$ cat config.mk
export PLATFORM = sky130hd
export DESIGN_NAME = uart_mmio_peripheral
export DESIGN_NICKNAME = d
export VERILOG_FILES = /design/src/rtl/uart_mmio_peripheral.sv
export SDC_FILE = /design/constraint.sdc
export NUM_CORES = 1
export LEC_CHECK = 0
export ABC_AREA = 0
export BUFFER_PORTS_ARGS = -buffer_cell sky130_fd_sc_hd__buf_2
export CORE_ASPECT_RATIO = 1.5
export CORE_UTILIZATION = 35
export CTS_CLUSTER_SIZE = 25
export DETAILED_ROUTE_END_ITERATION = 10
export PLACE_DENSITY_LB_ADDON = 0.12
export SLEW_MARGIN = 0
export SYNTH_ARGS = -nofsm -noshare
export SYNTH_HDL_FRONTEND = slang
export SYNTH_SLANG_ARGS = --single-unit
$ cat constraint.sdc
create_clock -name clk -period 5.2 [get_ports clk]
set_clock_uncertainty 0.1 [all_clocks]
set_input_delay 1.04 -clock clk [delete_from_list [all_inputs] [get_ports clk]]
set_output_delay 1.04 -clock clk [all_outputs]
set_load 0.005 [all_outputs]
$ cat src/rtl/uart_mmio_peripheral.sv
// 8N1 UART responder: registered TX serialiser, 2-FF synchronised RX deserialiser and show-ahead RX FIFO.
// TX has no queueing (strobes while busy are dropped); RX bytes arriving while the FIFO is full are dropped and flagged.
module uart_mmio_peripheral #(
  parameter int CLKS_PER_BIT  = 868,
  parameter int RX_FIFO_DEPTH = 4
) (
  input  logic       clk,
  input  logic       rst_n,
  input  logic [7:0] uart_tx_data,
  input  logic       uart_tx_we,
  output logic       uart_tx_busy,
  output logic [7:0] uart_rx_data,
  output logic       uart_rx_valid,
  input  logic       uart_rx_re,
  input  logic       err_clr,
  output logic       rx_overrun,
  output logic       rx_frame_err,
  input  logic       uart_rxd,
  output logic       uart_txd
);
  localparam int CW = $clog2(CLKS_PER_BIT);
  localparam int AW = $clog2(RX_FIFO_DEPTH);
  localparam logic [CW-1:0] BIT_LAST  = CW'(CLKS_PER_BIT - 1);
  localparam logic [CW-1:0] HALF_LAST = CW'(CLKS_PER_BIT / 2 - 1);
  localparam logic [AW:0]   FIFO_FULL = (AW+1)'(RX_FIFO_DEPTH);

  typedef enum logic [1:0] {S_IDLE, S_START, S_DATA, S_STOP} state_t;

  state_t        tx_state;
  logic [CW-1:0] tx_cnt;
  logic [2:0]    tx_bit;
  logic [7:0]    tx_shift;

  always_ff @(posedge clk) begin
    if (!rst_n) begin
      tx_state     <= S_IDLE;
      tx_cnt       <= '0;
      tx_bit       <= '0;
      tx_shift     <= '0;
      uart_txd     <= 1'b1;
      uart_tx_busy <= 1'b0;
    end else if (tx_state == S_IDLE) begin
      if (uart_tx_we) begin
        tx_shift     <= uart_tx_data;
        tx_cnt       <= '0;
        tx_bit       <= '0;
        uart_txd     <= 1'b0;
        uart_tx_busy <= 1'b1;
        tx_state     <= S_START;
      end
    end else if (tx_cnt != BIT_LAST) begin
      tx_cnt <= tx_cnt + CW'(1);
    end else begin
      tx_cnt <= '0;
      case (tx_state)
        S_START: begin
          uart_txd <= tx_shift[0];
          tx_shift <= {1'b0, tx_shift[7:1]};
          tx_state <= S_DATA;
        end
        S_DATA: begin
          if (tx_bit == 3'd7) begin
            uart_txd <= 1'b1;
            tx_state <= S_STOP;
          end else begin
            tx_bit   <= tx_bit + 3'd1;
            uart_txd <= tx_shift[0];
            tx_shift <= {1'b0, tx_shift[7:1]};
          end
        end
        default: begin
          uart_tx_busy <= 1'b0;
          tx_state     <= S_IDLE;
        end
      endcase
    end
  end

  logic rxd_meta, rxd_sync;

  always_ff @(posedge clk) begin
    if (!rst_n) begin
      rxd_meta <= 1'b1;
      rxd_sync <= 1'b1;
    end else begin
      rxd_meta <= uart_rxd;
      rxd_sync <= rxd_meta;
    end
  end

  state_t        rx_state;
  logic [CW-1:0] rx_cnt;
  logic [2:0]    rx_bit;
  logic [7:0]    rx_shift;
  logic          rx_push, rx_ferr;

  // rx_push/rx_ferr are one-cycle event pulses consumed by the FIFO and flag logic
  always_ff @(posedge clk) begin
    if (!rst_n) begin
      rx_state <= S_IDLE;
      rx_cnt   <= '0;
      rx_bit   <= '0;
      rx_shift <= '0;
      rx_push  <= 1'b0;
      rx_ferr  <= 1'b0;
    end else begin
      rx_push <= 1'b0;
      rx_ferr <= 1'b0;
      case (rx_state)
        S_IDLE: begin
          rx_cnt <= '0;
          if (!rxd_sync) rx_state <= S_START;
        end
        S_START: begin
          if (rx_cnt != HALF_LAST) rx_cnt <= rx_cnt + CW'(1);
          else begin
            rx_cnt   <= '0;
            rx_bit   <= '0;
            rx_state <= rxd_sync ? S_IDLE : S_DATA;
          end
        end
        S_DATA: begin
          if (rx_cnt != BIT_LAST) rx_cnt <= rx_cnt + CW'(1);
          else begin
            rx_cnt   <= '0;
            rx_shift <= {rxd_sync, rx_shift[7:1]};
            rx_bit   <= rx_bit + 3'd1;
            if (rx_bit == 3'd7) rx_state <= S_STOP;
          end
        end
        default: begin
          if (rx_cnt != BIT_LAST) rx_cnt <= rx_cnt + CW'(1);
          else begin
            rx_cnt   <= '0;
            rx_push  <= rxd_sync;
            rx_ferr  <= !rxd_sync;
            rx_state <= S_IDLE;
          end
        end
      endcase
    end
  end

  logic [7:0]    fifo_mem [RX_FIFO_DEPTH];
  logic [AW-1:0] wr_ptr, rd_ptr;
  logic [AW:0]   fifo_cnt;
  logic          fifo_full, fifo_pop, fifo_push;

  assign fifo_full     = (fifo_cnt == FIFO_FULL);
  assign uart_rx_valid = (fifo_cnt != '0);
  assign fifo_pop      = uart_rx_re && uart_rx_valid;
  // a simultaneous pop frees the slot, so a push into a full FIFO still lands
  assign fifo_push     = rx_push && (!fifo_full || fifo_pop);
  assign uart_rx_data  = uart_rx_valid ? fifo_mem[rd_ptr] : 8'h00;

  always_ff @(posedge clk) begin
    if (fifo_push) fifo_mem[wr_ptr] <= rx_shift;
  end

  always_ff @(posedge clk) begin
    if (!rst_n) begin
      wr_ptr       <= '0;
      rd_ptr       <= '0;
      fifo_cnt     <= '0;
      rx_overrun   <= 1'b0;
      rx_frame_err <= 1'b0;
    end else begin
      if (fifo_push) wr_ptr <= wr_ptr + AW'(1);
      if (fifo_pop)  rd_ptr <= rd_ptr + AW'(1);
      case ({fifo_push, fifo_pop})
        2'b10:   fifo_cnt <= fifo_cnt + (AW+1)'(1);
        2'b01:   fifo_cnt <= fifo_cnt - (AW+1)'(1);
        default: fifo_cnt <= fifo_cnt;
      endcase
      if (rx_push && !fifo_push) rx_overrun <= 1'b1;
      else if (err_clr)          rx_overrun <= 1'b0;
      if (rx_ferr)      rx_frame_err <= 1'b1;
      else if (err_clr) rx_frame_err <= 1'b0;
    end
  end

endmodule

==> summary.txt, run 1 <==
Status
  • Outcome: finished clean

Yosys
  • Multiplexer share of the synthesized area: 10.1%
  • Ys async rst share: 0%
  • Top post-synthesis cells by area: dfxtp_1 (30%), edfxtp_1 (22%), ha_1 (5.3%), mux4_2 (4.2%), mux2i_1 (3.7%)
  • EDFF count, synth: 32
  • Post-Syn Area: 4270 um^2
  • Syn Area/Cell: 11.0 um^2
  • Most frequent cell after synthesis: dfxtp_1
  • Synth top cells by count: dfxtp_1 (63), nor2_1 (38), edfxtp_1 (32)
  • Mapped Cells: 387
  • Synth Area in Compound Gates: 8.37%
  • Register bit total from synthesis: 95
  • Yosys top cell area share: 29.5%
  • Simple-Gate Fraction of Synth Area: 18.7%
  • Warnings, synthesis: 0
  • Synth Area in XOR/XNOR: 2.66%
  • Main synth FF type: dfxtp_1
  • Mapped Nets: 420
  • Largest family of logic cells by synthesized area: simple AND/OR/NAND/NOR gates
  • Part of the Yosys area used for sequential elements: 52.0%
  • Synth area leader: dfxtp_1
  • Unique masters post-synth: 53
  • Synth Area in Adders: 5.74%

Worst setup path
  • WP data required: 4060 ps
  • R2R Setup Slk: 2610 ps
  • Top Family by Delay on Critical Path: flip-flops
  • WS Path Type: reg -> out
  • Cell count along the critical path: 3
  • Slowest CP cell: dfxtp_1
  • Setup crit end kind: output port
  • Arrival @ worst endpoint: 1830 ps
  • Reg-to-Reg Start: tx_state[0]
  • Worst path cell trace: mux4_2 > and2_1 > buf_2
  • Startpoint Class: register
  • R2r endpoint: tx_shift[1]
  • Worst stage delay on the critical path: 650 ps
  • Critical path buffers and inverters: 1
  • Worst Setup EP: uart_rx_data[2]
  • Reg2Reg Depth: 7
  • Worst-path maximum fanout: 8

Worst hold path
  • Worst min-delay path category: reg -> reg
  • Hold depth: 1

Pwr
  • Pwr/cell area: 382 nW/um^2
  • Internal power: 1290 uW
  • Comb pwr share: 21.6%
  • Clk pwr share: 32.5%
  • Total net switching power: 537 uW
  • Flop pwr share: 45.9%
  • Lkg Pwr: 0.00190 uW
  • Max IR drop VDD: 0.000224 V
  • Net Sw Frac: 29.3%

Clock tree
  • Worst skew pair latency: 340 ps
  • CTS Hold Bufs: 0
  • Num CTS Buffers: 9
  • CTS Buffer Depth: 2
  • Clock slew at reported path FFs: 60 ps
  • CTS tree: yes
  • CTS sink cnt: 95
  • # resized after CTS: 0
  • Clock Tree Root: clkbuf_16
  • H-tree depth: 3
  • Post CTS Setup Buffer Count: 0

Die
  • Cell row count: 49
  • Initial Util: 35.7%
  • Die Ht: 137 um
  • Io pins: 27
  • Die extent in x: 92.2 um
  • Core area: 12000 um^2
  • DIE AREA: 12700 um^2

STA
  • Worst-margin pin slew: 876 ps
  • Unrepaired setup endpoints after global routing: false
  • Max-slew headroom: 41.6%
  • Max Transition Viols Final: 0
  • Setup violations, final: 0
  • Period utilization: 57.2%
  • Period minus WS final: 2970 ps
  • Fmax: 336 MHz
  • Final Hold Fails: 0
  • Setup_tns: 0 ps

Cells and area
  • ANT cells: 0
  • Final #Nets: 442
  • Proportion of layout cells with a drive suffix above 1: 15.9%
  • Synth-to-Final Area Change: 12.4%
  • Final core utilization: 40.2%

Placement
  • Detailed Place HPWL: 5600 um
  • GP Congestion: 0.738
  • PortBufs: 26

Detailed routing
  • Residual DRC: 0
  • DRT Pass-1 Iters: 4
  • WL/cell: 13.9 um
  • Post-DRT Antenna Nets: 0
  • Starting DRT DRC Count: 81
  • Vias: 2789
  • Routed vias/inst: 4.92
  • Final WL: 7860 um

Global route
  • Antenna violations before repair: 0
  • All-Layer GR Usage: 13.7%
  • Largest net degree at the start of global routing: 34
  • Vias in the first global route: 2737
  • First-pass GRT wire length: 13400 um
  • GRT overflow: 0

Job
  • Max cap viols: 0
-- power groups by stage --
stage,Sequential [uW],Combinational [uW],Clock (uW)
floorplan,850,320,0
global route,848,447,647
CTS,842,402,618
detailed placement,858,400,0
global placement,856,396,0
finish,841,396,595
-- final cells by class --
class,count,area (um^2)
Sequential cell,95,2220
Inverter,12,45.0
Timing Repair Buffer,26,130
Clock buffer,10,229
Clock inverter,6,36.3
Tap cell,153,191
Fill cell,1213,7150
Multi-Input combinational cell,265,1950
-- layout by cell type (no fill, tap or decap), drive strengths merged, types with 2 or more instances in the layout --
cell	synthesis	final
a21oi	15	15
a31oi	4	4
and2	19	19
and3	7	7
buf	4	26
clkbuf	11	10
clkinv	0	5
dfxtp	63	63
edfxtp	32	32
ha	18	18
inv	12	13
mux2	8	8
mux2i	16	16
mux4	8	8
nand2	31	31
nand2b	3	3
nand3	21	21
nand4	3	3
nor2	39	39
nor2b	14	14
nor3	4	4
nor3b	3	3
o211a	6	6
o211ai	2	2
o21ai	4	4
o22ai	3	3
o31ai	4	4
xnor2	7	7
xor2	6	6
-- worst min path at each step --
stage,end,slack [ps],from
floorplan,rxd_sync,290,rxd_meta
global placement,rxd_sync,340,rxd_meta
finish,rxd_sync,330,rxd_meta
global route,rxd_sync,380,rxd_meta
CTS,rxd_sync,340,rxd_meta
detailed placement,rxd_sync,320,rxd_meta
-- layer usage --
| layer | vias up | GRT usage, % | routed length [um] |
|---|---|---|---|
| li1 | 1425 | - | - |
| met4 | 0 | 6.25 | 151 |
| met5 | - | 0 | 0 |
| met1 | 1328 | 14.1 | 3200 |
| met2 | 26 | 26.4 | 4390 |
| met3 | 10 | 2.48 | 123 |
-- flip-flops by register name (all words and copies together), names as in the netlist, named ones only --
signal and flops:
fifo_mem 32, rx_cnt 10, tx_cnt 10, rx_shift 8
tx_shift 8, fifo_cnt 3, rx_bit 3, tx_bit 3
rd_ptr 2, rx_state 2, tx_state 2, wr_ptr 2
rx_ferr 1, rx_frame_err 1, rx_overrun 1, rx_push 1
rxd_meta 1, rxd_sync 1, uart_tx_busy 1, uart_txd 1
-- kinds of logic (layout without fill, tap and decap cells) --
group / count (synthesis) / in the layout
XOR/XNOR: 13 / 13
AO/OA/AOI/OAI: 48 / 48
multiplexers: 32 / 32
AND/OR/NAND/NOR: 153 / 153
adder cells (fa/ha/maj): 19 / 19
buffers and inverters: 27 / 54
flip-flops: 95 / 95
-- per-stage QoR --
step	hold WS (ps)	setup WS, ps	cell area (um^2)	total power, uW	cells
3_5_place_dp	322	2470	4540	1260	551
6_report	329	2230	4800	1830	567
5_1_grt	378	2080	4800	1940	567
2_1_floorplan	286	2630	4270	1170	387
4_1_cts	342	2150	4800	1860	567
3_3_place_gp	338	2520	4540	1250	551
Note: power is estimated with default switching activity, not from simulation.
==> run 2: changes to the inputs <==
--- a/config.mk
+++ b/config.mk
@@ -5,7 +5,7 @@
 export SDC_FILE = /design/constraint.sdc
 export NUM_CORES = 1
 export LEC_CHECK = 0
-export ABC_AREA = 0
+export ABC_AREA = 1
 export BUFFER_PORTS_ARGS = -buffer_cell sky130_fd_sc_hd__buf_2
 export CORE_ASPECT_RATIO = 1.5
 export CORE_UTILIZATION = 35
==> constraint.sdc (replaced) <==
create_clock -name clk -period 2.95 [get_ports clk]
set_clock_uncertainty 0.1 [all_clocks]
set_input_delay 0.59 -clock clk [delete_from_list [all_inputs] [get_ports clk]]
set_output_delay 0.59 -clock clk [all_outputs]
set_load 0.005 [all_outputs]
==> run 2 against run 1 <==
Effect of this change:
- combinational power rose by 140%
- worst setup slack got worse by 1600 ps
- largest power group unchanged
- cell area rose by 1.8%
- total power up 100%
- synthesized area grew 1.3%
- via count increased by 19%
- critical path type unchanged
- final cell count rose by 22%
- global-route usage increased by 0.81 points
==> summary.txt, run 2 <==
STA
  • Unrepaired setup endpoints after global routing: false (unchanged)
  • Final Hold Fails: 0 (unchanged)
  • Fin Hold WS: 318 ps (was 329 ps)
  • Period utilization: 79.4%
  • Fmax: 427 MHz
  • Max-slew headroom: 44.5% (was 41.6%)
  • Setup violations, final: 0 (unchanged)
  • Worst-margin pin slew: 832 ps (was 876 ps)
  • Setup_tns: 0 ps (unchanged)
  • Period minus WS final: 2340 ps
  • Max Transition Viols Final: 0 (unchanged)

Worst setup path
  • Arrival @ worst endpoint: 1650 ps (was 1830 ps)
  • WS Path Type: reg -> out (unchanged)
  • Startpoint Class: register (unchanged)
  • WP data required: 2260 ps (was 4060 ps)
  • Worst-path maximum fanout: 17 (was 8)
  • R2R Setup Slk: 1100 ps (was 2610 ps)
  • Setup crit end kind: output port (unchanged)

Placement
  • Placed cell areas: 4580 um^2 (was 4540 um^2)
  • PortBufs: 26 (unchanged)
  • Inst Count DP: 677 (was 551)
  • GP Congestion: 0.769 (was 0.738)
  • Detailed Place HPWL: 6200 um (was 5600 um)

Global route
  • GRT overflow: 0 (unchanged)
  • All-Layer GR Usage: 14.5% (was 13.7%)
  • Vias in the first global route: 3179 (was 2737)
  • Antenna violations before repair: 0 (unchanged)
  • Grt met3 use: 2.64% (was 2.48%)
  • Most used routing layer: met2 (unchanged)
  • Met2 Usage GRT: 26.6% (was 26.4%)
  • First-pass GRT wire length: 14500 um (was 13400 um)
  • Largest net degree at the start of global routing: 29 (was 34)
  • Met1 GRT Util: 15.9% (was 14.1%)

Yosys
  • Mapped Cells: 511 (was 387)
  • Warnings, synthesis: 0 (unchanged)
  • Mapped Nets: 544 (was 420)
  • Synth area leader: dfxtp_1 (unchanged)
  • Main synth FF type: dfxtp_1 (unchanged)
  • Synth top cells by count: nor2_1 (96), nand2_1 (72), dfxtp_1 (63) (was dfxtp_1 (63), nor2_1 (38), edfxtp_1 (32))
  • Part of the Yosys area used for sequential elements: 51.4% (was 52.0%)
  • Unique masters post-synth: 36 (was 53)
  • Register bit total from synthesis: 95 (unchanged)
  • Post-Syn Area: 4330 um^2 (was 4270 um^2)
  • Yosys top cell area share: 29.1% (was 29.5%)
  • EDFF count, synth: 32 (unchanged)
  • Syn Area/Cell: 8.47 um^2 (was 11.0 um^2)
  • Top post-synthesis cells by area: dfxtp_1 (29%), edfxtp_1 (22%), nor2_1 (8.3%), nand2_1 (6.2%), ha_1 (5.2%) (was dfxtp_1 (30%), edfxtp_1 (22%), ha_1 (5.3%), mux4_2 (4.2%), mux2i_1 (3.7%))
  • Most frequent cell after synthesis: nor2_1 (was dfxtp_1)
  • Ys async rst share: 0% (unchanged)

Detailed routing
  • WL/cell: 12.4 um (was 13.9 um)
  • Vias: 3310 (was 2789)
  • Residual DRC: 0 (unchanged)
  • Post-DRT Antenna Nets: 0 (unchanged)
  • Routed vias/inst: 4.78 (was 4.92)
  • Final WL: 8570 um (was 7860 um)
  • Starting DRT DRC Count: 101 (was 81)
  • DRT Pass-1 Iters: 5 (was 4)

Pwr
  • Max IR drop VDD: 0.000449 V (was 0.000224 V)
  • Lkg Pwr: 0.00198 uW (was 0.00190 uW)
  • Pwr/cell area: 759 nW/um^2 (was 382 nW/um^2)

Cells and area
  • ANT cells: 0 (unchanged)
  • Final core utilization: 40.7% (was 40.2%)
  • Largest register FFs: 32 (unchanged)
  • Most common cell after layout, fill and taps aside: nor2_1 (was dfxtp_1)
  • Final #Nets: 568 (was 442)
  • Commonest non-fill, non-tap cells in the layout: nor2_1 (96), nand2_1 (72), dfxtp_1 (63) (was dfxtp_1 (63), nor2_1 (38), edfxtp_1 (32))
  • Top Registers: fifo_mem: 32 flops, rx_cnt: 10 flops, tx_cnt: 10 flops (unchanged)
  • Most flop-heavy register: fifo_mem (unchanged)
  • Final non-filler cell total: 693 (was 567)
  • Proportion of layout cells with a drive suffix above 1: 12.4% (was 15.9%)
  • Synth-to-Final Area Change: 13.0% (was 12.4%)
  • Final Cell Area: 4890 um^2 (was 4800 um^2)

Die
  • DIE AREA: 12800 um^2 (was 12700 um^2)
  • Cell row count: 49 (unchanged)
  • Initial Util: 36.0% (was 35.7%)
  • Die Ht: 138 um (was 137 um)
  • Core area: 12000 um^2 (about the same)
  • Die extent in x: 92.8 um (was 92.2 um)
  • Io pins: 27 (unchanged)

Status
  • Outcome: finished clean (unchanged)

Clock tree
  • Num CTS Buffers: 9 (unchanged)
  • Clock slew at reported path FFs: 60 ps (about the same)
  • H-tree depth: 3 (unchanged)
  • Worst skew pair latency: 330 ps (was 340 ps)
  • CTS Hold Bufs: 0 (unchanged)
  • CTS tree: yes (unchanged)
  • Post CTS Setup Buffer Count: 0 (unchanged)
  • CTS Buffer Depth: 2 (unchanged)
  • Clock Tree Root: clkbuf_16 (unchanged)
  • CTS sink cnt: 95 (unchanged)
  • # resized after CTS: 0 (unchanged)

Worst hold path
  • Worst min-delay path category: reg -> reg (unchanged)

Job
  • Max cap viols: 0 (unchanged)
[run 2: cell count changes after synthesis, moves of 16 or more]
| cell | change |
|---|---|
| nor2_1 | +58 |
| nand2_1 | +41 |
| o21ai_0 | +40 |
| inv_1 | +34 |
| a21oi_1 | +22 |
| and2_1 | -19 |
| mux2i_1 | -16 |
[run 2: path summary, 6_finish.rpt]
check / from / endpoint / depth (start not counted)
setup reg to reg: tx_cnt[0] / tx_cnt[5] / 8
hold reg to reg: rxd_meta / rxd_sync / 1
setup / recovery: register / uart_rx_data[0] / 4
hold / removal: rxd_meta / rxd_sync / 1
[run 2: layer usage]
| metal | share of wire, % | vias to the layer above | routed length (um) |
|---|---|---|---|
| met5 | 0 | - | 0 |
| li1 | - | 1731 | - |
| met1 | 42 | 1544 | 3640 |
| met4 | 0.86 | 0 | 74 |
| met3 | 1.9 | 5 | 165 |
| met2 | 55 | 30 | 4690 |
[run 2: final cells by class]
cell class              instances  area, um^2
repair buffers                 28         145
clock inverters                 4        72.6
flip-flops and latches         95        2220
fillers                      1260        7130
multi-input cells             350        1830
clock buffers                  12         236
inverters                      51         193
well taps                     153         191
[run 2: kinds of logic (layout without fill, tap and decap cells)]
| family | after synthesis | count (layout) | share of synthesized area [%] |
|---|---|---|---|
| AND/OR/NAND/NOR | 235 | 235 | 24.3 |
| buffers and inverters | 66 | 95 | 6.39 |
| AO/OA/AOI/OAI | 89 | 89 | 10.8 |
| adder cells (fa/ha/maj) | 19 | 19 | 5.67 |
| flip-flops | 95 | 95 | 51.4 |
| XOR/XNOR | 7 | 7 | 1.42 |
[run 2: stage by stage]
step | power (uW) | setup WS, ps
floorplan | 2330 | 1250
global placement | 2520 | 918
detailed placement | 2550 | 870
CTS | 3770 | 569
global route | 3970 | 410
finish | 3710 | 609
[run 2: worst max-delay path, cell delays in order, from the launching register on]
cell	delay, ps
dfxtp_1	640
inv_2	220
o21ai_0	240
a21oi_1	90
buf_2	130
[run 2: report_power, final]
part           internal [uW]  switching [uW]  leakage, uW
clock                    742             459     0.000147
sequential              1460            90.2     0.000885
combinational            321             640     0.000952
==> run 3: changes to the inputs <==
--- a/config.mk
+++ b/config.mk
@@ -5,7 +5,7 @@
 export SDC_FILE = /design/constraint.sdc
 export NUM_CORES = 1
 export LEC_CHECK = 0
-export ABC_AREA = 1
+export ABC_AREA = 0
 export BUFFER_PORTS_ARGS = -buffer_cell sky130_fd_sc_hd__buf_2
 export CORE_ASPECT_RATIO = 1.5
 export CORE_UTILIZATION = 35
==> constraint.sdc (replaced) <==
create_clock -name clk -period 2 [get_ports clk]
set_clock_uncertainty 0.1 [all_clocks]
set_input_delay 0.4 -clock clk [delete_from_list [all_inputs] [get_ports clk]]
set_output_delay 0.4 -clock clk [all_outputs]
set_load 0.005 [all_outputs]
==> run 3 against run 2 <==
Effect of this change:
- the run now ends with negative setup slack left
- hold slack worse by 150 ps
- critical path depth unchanged
- register-to-register slack worse by 990 ps
- die area down 1.2%
- critical endpoint is now uart_rx_data[2]
- non-clock buffer count up 30
- first-iteration DRC count down 24%
- utilization up 2.8 points
- largest power group unchanged
==> summary.txt, run 3 (same netlist as run 1, synthesis figures left out) <==
Global route
  • Grt met3 use: 2.21% (was 2.64%)
  • First-pass GRT wire length: 13900 um (was 14500 um)
  • Met2 Usage GRT: 27.7% (was 26.6%)
  • Antenna violations before repair: 0 (unchanged)
  • All-Layer GR Usage: 14.2% (was 14.5%)
  • GRT overflow: 0 (unchanged)
  • Most used routing layer: met2 (unchanged)
  • Largest net degree at the start of global routing: 21 (was 29)
  • Met1 GRT Util: 15.3% (was 15.9%)
  • Vias in the first global route: 2895 (was 3179)

Die
  • Initial Util: 35.7% (was 36.0%)
  • Cell row count: 49 (unchanged)
  • DIE AREA: 12700 um^2 (was 12800 um^2)
  • Die Ht: 137 um (was 138 um)
  • Io pins: 27 (unchanged)
  • Core area: 12000 um^2 (about the same)
  • Die extent in x: 92.2 um (was 92.8 um)

Cells and area
  • Synth-to-Final Area Change: 21.6% (was 13.0%)
  • ANT cells: 0 (unchanged)
  • Most flop-heavy register: fifo_mem (unchanged)
  • Top Registers: fifo_mem: 32 flops, rx_cnt: 10 flops, tx_cnt: 10 flops (unchanged)
  • Final Cell Area: 5200 um^2 (was 4890 um^2)
  • Most common cell after layout, fill and taps aside: dfxtp_1 (was nor2_1)
  • Commonest non-fill, non-tap cells in the layout: dfxtp_1 (59), nor2_1 (38), edfxtp_1 (32) (was nor2_1 (96), nand2_1 (72), dfxtp_1 (63))
  • Multi-input logic area: 1990 um^2 (was 1830 um^2)
  • Number of fill cells: 1188 (was 1260)
  • Largest register FFs: 32 (unchanged)
  • Storage cell area: 2230 um^2 (was 2220 um^2)
  • Proportion of layout cells with a drive suffix above 1: 25.1% (was 12.4%)
  • Final #Nets: 474 (was 568)

Worst hold path
  • Worst Hold Endpoint: rxd_meta (was rxd_sync)
  • Hold Crit Start: uart_rxd (was rxd_meta)
  • Hold depth: 2 (was 1)
  • Worst min-delay path category: in -> reg (was reg -> reg)

Clock tree
  • CTS Buffer Depth: 2 (unchanged)
  • H-tree depth: 3 (unchanged)
  • Clock Tree Root: clkbuf_16 (unchanged)
  • CTS tree: yes (unchanged)
  • Worst skew pair latency: 340 ps (was 330 ps)
  • Num CTS Buffers: 9 (unchanged)
  • CTS sink cnt: 95 (unchanged)
  • Clock slew at reported path FFs: 70 ps (was 60 ps)

Worst setup path
  • Worst-path maximum fanout: 8 (was 17)
  • Worst path cell trace: buf_12 > mux4_2 > and2_1 > buf_2 (was inv_2 > o21ai_0 > a21oi_1 > buf_2)
  • WS Path Type: reg -> out (unchanged)
  • R2R Setup Slk: 110 ps (was 1100 ps)
  • Top Family by Delay on Critical Path: multiplexers (was flip-flops)
  • Reg-to-Reg Start: rx_cnt[4] (was tx_cnt[0])
  • Startpoint Class: register (unchanged)
  • Critical path buffers and inverters: 2 (unchanged)
  • Worst stage delay on the critical path: 500 ps (was 640 ps)
  • Arrival @ worst endpoint: 1570 ps (was 1650 ps)
  • WP data required: 1500 ps (was 2260 ps)
  • Slowest CP cell: mux4_2 (was dfxtp_1)
  • Setup crit end kind: output port (unchanged)
  • R2r endpoint: rx_state[1] (was tx_cnt[5])
  • Reg2Reg Depth: 5 (was 8)

Detailed routing
  • Starting DRT DRC Count: 77 (was 101)
  • WL/cell: 14.0 um (was 12.4 um)
  • Final WL: 8370 um (was 8570 um)
  • Vias: 2961 (was 3310)
  • Post-DRT Antenna Nets: 0 (unchanged)
  • DRT Pass-1 Iters: 4 (was 5)
  • Residual DRC: 0 (unchanged)
  • Routed vias/inst: 4.94 (was 4.78)

Placement
  • GP Congestion: 0.763 (was 0.769)
  • Detailed Place HPWL: 6170 um (was 6200 um)
  • PortBufs: 26 (unchanged)
  • Placed cell areas: 4840 um^2 (was 4580 um^2)

STA
  • Final Hold Fails: 0 (unchanged)
  • Period minus WS final: 2070 ps
  • Max-slew headroom: 63.2% (was 44.5%)
  • Setup violations, final: 8 (was 0)
  • Max Transition Viols Final: 0 (unchanged)
  • Fin Hold WS: 163 ps (was 318 ps)
  • Period utilization: 104%
  • Worst-margin pin slew: 551 ps (was 832 ps)
  • Fmax: 482 MHz
  • Setup slack after layout: -74.3 ps (was 609 ps)
  • Unrepaired setup endpoints after global routing: true (was false)

Pwr
  • Lkg Pwr: 0.00209 uW (was 0.00198 uW)
  • Total power: 4980 uW (was 3710 uW)
  • Pwr/cell area: 959 nW/um^2 (was 759 nW/um^2)
  • Max IR drop VDD: 0.000516 V (was 0.000449 V)

Status
  • Outcome: finished, violations left (was finished clean)
  • Failing checks: negative setup slack

Job
  • Max cap viols: 0 (unchanged)
-- run 3: power by group --
part           switching, uW  total (uW)  internal, uW
logic                    647        1210           561
clock network            750        1610           856
registers               69.5        2170          2100
-- run 3: how the worst max path moves through the flow --
| stage | start | endpoint | slack [ps] | depth (start not counted) |
|---|---|---|---|---|
| 2_1_floorplan | tx_state[0] | tx_shift[2] | 60 | 7 |
| 3_3_place_gp | tx_cnt[1] | tx_shift[4] | 20 | 6 |
| 3_5_place_dp | tx_cnt[1] | tx_shift[4] | -20 | 6 |
| 4_1_cts | register | uart_rx_data[2] | -100 | 4 |
| 5_1_grt | register | uart_rx_data[2] | -140 | 4 |
| 6_report | register | uart_rx_data[2] | -70 | 4 |
-- run 3: what timing repair did --
action                     4_1_cts  5_1_grt
hold buffers                     0        0
gates resized for setup          6       10
pin swaps                        8        2
setup endpoints to repair       18       40
setup buffers                    0        2
-- run 3: per-layer routing --
metal | part of all wire (%) | wire length, um
met5 | 0 | 0
met2 | 56 | 4670
met1 | 41 | 3430
met3 | 1.7 | 142
met4 | 1.5 | 126
-- run 3: layout make-up --
type	instances	share of cell area [%]
repair buffers	58	8.93
clock inverters	7	1.08
flip-flops and latches	95	42.9
multi-input cells	265	38.3
inverters	12	0.867
clock buffers	9	4.33
well taps	153	3.68
-- run 3: metrics by stage --
step | setup WS (ps) | cells | util [%] | TNS, ps
final | -74.3 | 599 | 43.5 | -538
after global routing | -135 | 599 | 43.5 | -1020
after CTS | -103 | 597 | 43.0 | -716
after detailed placement | -19.3 | 581 | 40.5 | -51.1
after global placement | 17.2 | 581 | 40.5 | 0
after floorplan | 59.6 | 387 | - | 0
